### src/rtl/param_updown_counter_pkg.sv
// param_counter_pkg
//   Shared definitions for the parameterised up/down counter:
//   - MODE_* : encodings of the 2-bit mode input (2'b11 behaves as WRAP)
//   - state_t: count FSM states (RUN counts, DONE parks after a ONESHOT)
package param_counter_pkg;

    localparam logic [1:0] MODE_WRAP    = 2'b00;
    localparam logic [1:0] MODE_SAT     = 2'b01;
    localparam logic [1:0] MODE_ONESHOT = 2'b10;

    typedef enum logic {
        RUN  = 1'b0,
        DONE = 1'b1
    } state_t;

endpackage

### src/rtl/cnt_prescaler.sv
// cnt_prescaler
//   Divides enabled cycles: tick is high on every (pre_div+1)-th cycle with en=1.
//   Ports:
//     clk     - clock, rising edge
//     reset   - synchronous, active-high; clears the divider count
//     en      - count enable; en=0 holds the divider count
//     clr     - synchronous clear of the divider count (used on load)
//     pre_div - divisor minus one
//     tick    - high during the enabled cycle on which the count matches pre_div
import param_counter_pkg::*;

module cnt_prescaler #(
    parameter int unsigned PRE_W = 4
) (
    input  logic             clk,
    input  logic             reset,
    input  logic             en,
    input  logic             clr,
    input  logic [PRE_W-1:0] pre_div,
    output logic             tick
);

    logic [PRE_W-1:0] pre_cnt;

    // Decoded from the registered count so the parent can act in the same cycle.
    assign tick = en && (pre_cnt == pre_div);

    always_ff @(posedge clk) begin
        if (reset || clr) begin
            pre_cnt <= '0;
        end else if (en) begin
            pre_cnt <= tick ? '0 : pre_cnt + 1'b1;
        end
    end

endmodule

### src/rtl/param_updown_counter.sv
// param_updown_counter
//   Prescaled up/down counter with WRAP, SAT and ONESHOT terminal behaviour.
//   Ports:
//     clk      - clock, rising edge
//     reset    - synchronous, active-high
//     en       - count enable (gates the prescaler)
//     dir      - 0 up, 1 down
//     mode     - 00 WRAP, 01 SAT, 10 ONESHOT, 11 WRAP
//     load     - synchronous load strobe, overrides a coincident tick
//     load_val - value to load, clipped to max_val
//     max_val  - up-count terminal value
//     pre_div  - prescaler divisor minus one
//     q        - registered count
//     tc       - one-cycle pulse after q is written with the terminal value
//     done     - level, set when a ONESHOT reaches terminal
//     ovf      - sticky wrap flag, cleared by load or reset
import param_counter_pkg::*;

module param_updown_counter #(
    parameter int unsigned WIDTH = 8,
    parameter int unsigned PRE_W = 4
) (
    input  logic             clk,
    input  logic             reset,
    input  logic             en,
    input  logic             dir,
    input  logic [1:0]       mode,
    input  logic             load,
    input  logic [WIDTH-1:0] load_val,
    input  logic [WIDTH-1:0] max_val,
    input  logic [PRE_W-1:0] pre_div,
    output logic [WIDTH-1:0] q,
    output logic             tc,
    output logic             done,
    output logic             ovf
);

    state_t           state;
    logic             tick;
    logic [WIDTH-1:0] load_clip;
    logic [WIDTH-1:0] q_next;
    logic             at_term;
    logic             reach_term;

    cnt_prescaler #(
        .PRE_W (PRE_W)
    ) u_prescaler (
        .clk     (clk),
        .reset   (reset),
        .en      (en),
        .clr     (load),
        .pre_div (pre_div),
        .tick    (tick)
    );

    always_comb begin
        load_clip  = (load_val > max_val) ? max_val : load_val;
        q_next     = dir ? (q - 1'b1) : (q + 1'b1);
        // Up terminal uses >= so a runtime-lowered max_val still terminates.
        at_term    = dir ? (q == '0) : (q >= max_val);
        reach_term = dir ? (q_next == '0) : (q_next == max_val);
    end

    always_ff @(posedge clk) begin
        if (reset) begin
            q     <= '0;
            tc    <= 1'b0;
            done  <= 1'b0;
            ovf   <= 1'b0;
            state <= RUN;
        end else begin
            tc <= 1'b0;
            if (load) begin
                q     <= load_clip;
                ovf   <= 1'b0;
                done  <= 1'b0;
                state <= RUN;
            end else if (tick && state == RUN) begin
                if (!at_term) begin
                    q <= q_next;
                    if (reach_term) begin
                        tc <= 1'b1;
                        if (mode == MODE_ONESHOT) begin
                            state <= DONE;
                            done  <= 1'b1;
                        end
                    end
                end else if (mode == MODE_ONESHOT) begin
                    state <= DONE;
                    done  <= 1'b1;
                end else if (mode != MODE_SAT) begin
                    // Down wrap lands on max_val (a terminal write); up wrap
                    // lands on 0, which is terminal only when max_val is 0.
                    q   <= dir ? max_val : '0;
                    ovf <= 1'b1;
                    tc  <= dir ? 1'b1 : (max_val == '0);
                end
            end
        end
    end

endmodule

### config.mk
export PLATFORM = sky130hd
export DESIGN_NAME = param_updown_counter
export DESIGN_NICKNAME = d
export VERILOG_FILES = /design/src/rtl/param_updown_counter_pkg.sv /design/src/rtl/cnt_prescaler.sv /design/src/rtl/param_updown_counter.sv
export SDC_FILE = /design/constraint.sdc
export NUM_CORES = 1
export LEC_CHECK = 0
export ABC_AREA = 1
export BUFFER_PORTS_ARGS = -buffer_cell sky130_fd_sc_hd__buf_4
export CAP_MARGIN = 40
export CORE_MARGIN = 2
export CORE_UTILIZATION = 34
export DETAILED_ROUTE_END_ITERATION = 10
export RECOVER_POWER = 50
export SYNTH_ARGS = -nofsm -noshare
export SYNTH_HDL_FRONTEND = slang
export SYNTH_SLANG_ARGS = --single-unit
### constraint.sdc
create_clock -name clk -period 3.1 [get_ports clk]
set_input_delay 0.31 -clock clk [delete_from_list [all_inputs] [get_ports clk]]
set_output_delay 0.31 -clock clk [all_outputs]
set_load 0.005 [all_outputs]
After elaboration in Yosys (flattened, before gate mapping)
Index checks and enable logic that the tools add are counted.
- $add $sub $neg: 3
- bitwise logic cells: 3
- eq/ne operators: 6
- muxes and demuxes: 22
- reduce and logical (&&, ||, !) cells: 13
- order comparisons: 2
- operators with widths (kind ; number):
    $mux W8 ; 8
    $logic_not A8 Y1 ; 3
    $mux W1 ; 13
    $add A8 B1 Y8 const B ; 1
    $eq A8 B8 Y1 ; 1
    $ge A8 B8 Y1 ; 1
    $gt A8 B8 Y1 ; 1
    $sub A8 B1 Y8 const B ; 1
    $add A4 B1 Y4 const B ; 1
    $eq A4 B4 Y1 ; 1
    $mux W4 ; 1
    $reduce_and A4 Y1 ; 1
    $reduce_bool A2 Y1 ; 2
    $ne A3 B2 Y1 const B ; 1
    $ne A3 B3 Y1 const B ; 1
    $not A1 Y1 ; 3
    $reduce_and A3 Y1 ; 1
    $reduce_or A3 Y1 ; 1
    $eq A2 B2 Y1 const B ; 1
    $logic_and A1 B1 Y1 ; 2
    $ne A2 B1 Y1 const B ; 1
    $reduce_and A2 Y1 ; 1
    $reduce_or A2 Y1 ; 1
    $logic_or A1 B1 Y1 ; 1
- input port bits: 27
- bits in registers: 16
- logic and storage cells: 55
- output and inout port bits: 11

Logic depth before layout (Yosys ltp)
- depth after elaboration: 6
- mapped depth: 15

Modules after synthesis
A second synthesis with hierarchy kept.
- cells, all modules: 371
- area total of the unflattened synthesis: 2123.3 um^2
- modules (own cells, without submodules) (module ; sequential area each (um^2) ; area each (um^2) ; instances ; cells each):
    param_updown_counter ; 240.2 ; 1831.8 ; 1 ; 326
    cnt_prescaler ; 80.1 ; 291.5 ; 1 ; 45

Worst setup path before layout
No wires, ideal clock.
- kind: reg-to-reg
- start point: register q[1]
- end point: register q[7]
- period minus slack after synthesis: 1824 ps
- cell stages (with the launch flop): 12
- required time: 2985 ps
- data arrival time: 1710 ps
- path slack: 1276 ps
- cells stage by stage: dfxtp_1 -> ha_1 -> a21oi_1 -> o21ai_0 -> nand2_1 -> nand4_1 -> nand2_1 -> clkbuf_1 -> nand2_1 -> and3_1 -> nor2_1 -> nor2_1
- word-level cells in the longest chain between the ends: 5
- elaborated cells on any way between the ends: 12
- classes of those cells: add/sub: 2; order compare: 1; eq/ne: 2; mux: 5; reduce/logical: 2
- ends and longest elaborated chain (item ; line ; RTL):
    start: declaration ; param_updown_counter.sv:32 ; output logic [WIDTH-1:0] q,
    start signal: assignment ; param_updown_counter.sv:74 ; q <= load_clip;
    start signal: assignment ; param_updown_counter.sv:80 ; q <= q_next;
    start signal: assignment ; param_updown_counter.sv:94 ; q <= dir ? max_val : '0;
    $add A8 B1 Y8 (tied with other cells) ; param_updown_counter.sv:58 ; q_next = dir ? (q - 1'b1) : (q + 1'b1);
    $mux W8 or $mux W1 (tied branches) ; param_updown_counter.sv:58, param_updown_counter.sv:60 ;
    $mux W8 ; param_updown_counter.sv:79 ; if (!at_term) begin
    $mux W8 ; param_updown_counter.sv:78 ; end else if (tick && state == RUN) begin
    $mux W8 ; param_updown_counter.sv:73 ; if (load) begin
Several ways; a longest one is shown, not always the timed one. The select of a mux whose other input is x is not followed.
A chain may end at the register's enable or synchronous reset.

Worst setup path after layout
- start point: register q[0]
- end point: register q[0]
The elaborated chain is that of the path after synthesis.

==> flow_metrics.tcl <==
set metrics [dict create \
    run_status "finished, final reports clean" \
    cts_tree "yes" \
    drive_gt1_share_pct 13.4 \
    relSlewSlack_pct 66.9 \
    drv_slew 0 \
    cp_max_fo 16 \
    core_area_um2 5570 \
    worstSkewPairLatency_ns 0.24 \
    pin_count 38 \
    synth_area_um2 1990 \
    num-nets-final 427 \
    max_cap_viol_count 0 \
    grt_use_total_pct 17.2 \
    grt_pass1_wl_um 8850 \
    dr.pass1.iters 6 \
    synthCells 337 \
    cts_sinks 16 \
    p_leak_nw 1.26 \
    grt_pass1_vias 2011 \
    layout_common_cells "nand2_1, inv_1, nor2_1" \
    cts_buffer_depth 2 \
    place_area_um2 2330 \
    antenna_found_initial 0 \
    synth-seq-area-share_pct 16.1 \
    tightest_slew_ns 0.496 \
    ir_worst_vdd_v 0.000121 \
    port_buffers 37 \
    r2r_slack_ns 0.68 \
    crit_required_ns 3.24 \
    cts_inserted_buffers 3 \
    antenna_left 0 \
    max_freq_mhz 413 \
    grt_max_degree 21 \
    fin_ws_ns 0.678 \
    synth_warnings 0 \
    antennaDiodeCount 0 \
    setup_viol 0 \
    yosysUniqueCellTypes 34 \
    initial_core_util_pct 35.6 \
    routabilityCongestion 0.855 \
    period_needed_ns 2.42 \
    drt_iter0_drc 87 \
    hold_violations 0 \
    cts_resized 0 \
    synthArstFlopShare_pct 0 \
    drcViolationCount 0 \
    dpl.hpwl_um 4290 \
    post_cts_buffers 0 \
    fp.dieArea_um2 6470 \
    hp-class "primary input to register" \
    syn_nets 389 \
    worst-setup-path-type "register to register" \
    r2r-start "q[0]" \
    crit_start "q[0]" \
    rsz0062_at_grt "false" \
    pre_cts_slack_ns 0.771 \
    die_h_um 80.4 \
    synth_flop_cell "dfxtp_1" \
    final_common_cell "nand2_1" \
    final_area_um2 2370 \
    powerDensity_nw_per_um2 329 \
    critPathCapture "q[0]" \
    drt_wl_total_um 5170 \
    cts-root-buf "clkbuf_8" \
    start_kind "register" \
    fin_worst_skew_ns 0.000706 \
    worst_setup_path_end_kind "register" \
    min-delay-start "en" \
    r2r-end "q[0]" \
    syn2layout_area_growth_pct 19.2 \
    routedWlPerCell_um 11.6 \
    fp-row-count 27 \
    rr_worst_depth 13 \
    ys_seq_elements 16 \
    min_period_over_period_pct 78.1 \
    critPathArrivalTime_ns 2.56 \
    grt_overflow 0 \
    path_clk_slew_ns 0.06 \
    cts_hold_buf 0 \
    via_count 2179 \
    avgViaCountPerCell 4.89 \
    synth_edf_count 0 \
    syn_area_per_cell_um2 5.90 \
    die-width_um 80.4 \
    ctsHtreeMaxLevel 1 \
    finalSetupTns_ns 0 \
]
## where the power goes
part	switching [mW]	internal (mW)
clock	0.0698	0.112
sequential	0.0191	0.217
combinational	0.216	0.146
total	0.305	0.475
## cells in the mapped netlist, drive strengths merged (2+ instances only)
cell    count  area [um2]
o21ai      28         140
xor2        2        17.5
nor2       45         176
nand3      28         150
dfxtp      16         320
ha         24         300
nand2      94         353
or2         2        12.5
buf         3        25.0
nand3b      2        27.5
clkbuf      2        7.51
a21oi      22         114
nand4       8        50.1
inv        46         173
nor3        5        30.0
## worst max-delay path, cell delays in order, from the launching register on
cell      delay, ns
dfxtp_1        0.30
clkbuf_1       0.32
inv_1          0.16
ha_1           0.21
inv_1          0.05
a21oi_1        0.05
o21ai_0        0.14
nand2_1        0.07
nand4_1        0.08
nand2_1        0.23
nand2_1        0.15
nand3_2        0.25
o21ai_1        0.22
nor2_1         0.06
## routing by layer
metal	GRT usage [%]	share of wire, %
met1	23.5	51
met2	28.5	44
met3	1.24	3.5
met4	5.59	1.3
met5	0	0
## area by class of cell
cell class / count / area (um2)
Multi-Input combinational cell: 270 / 1450
Fill cell: 636 / 3210
Inverter: 46 / 173
Sequential cell: 16 / 320
Clock buffer: 4 / 55.1
Tap cell: 72 / 90.1
Timing Repair Buffer: 38 / 282
## logic make-up after synthesis
kind of cell	after synthesis	synth area share, %
buf+inv	51	10.3
simple gates	187	41.2
flops	16	16.1
xor+xnor	3	1.32
fa+ha+maj	25	16.1
compound gates	55	14.9
## per-stage QoR
stage	total power, mW	cells	hold WS (ns)	utilization [%]
after global placement	0.601	442	0.442	41.8
after floorplan	0.493	337	0.447	-
after CTS	0.790	446	0.348	42.8
after global routing	0.854	446	0.366	42.5
final	0.780	446	0.354	42.5
after detailed placement	0.604	442	0.446	41.8
## flip-flops by register name, summed over array words and instances, names as in the netlist
| signal | cells |
|---|---|
| u_prescaler.pre_cnt | 4 |
| ovf | 1 |
| done | 1 |
| q | 8 |
| tc | 1 |
| state | 1 |
## worst min-delay path by stage
stage / endpoint / slack (ns) / cells past startpoint
final: u_prescaler.pre_cnt[0] / 0.35 / 3
after CTS: u_prescaler.pre_cnt[0] / 0.35 / 3
after global routing: u_prescaler.pre_cnt[0] / 0.37 / 3
after floorplan: done / 0.45 / 2
after detailed placement: done / 0.45 / 2
after global placement: done / 0.44 / 2
Note: power is estimated with default switching activity, not from simulation.
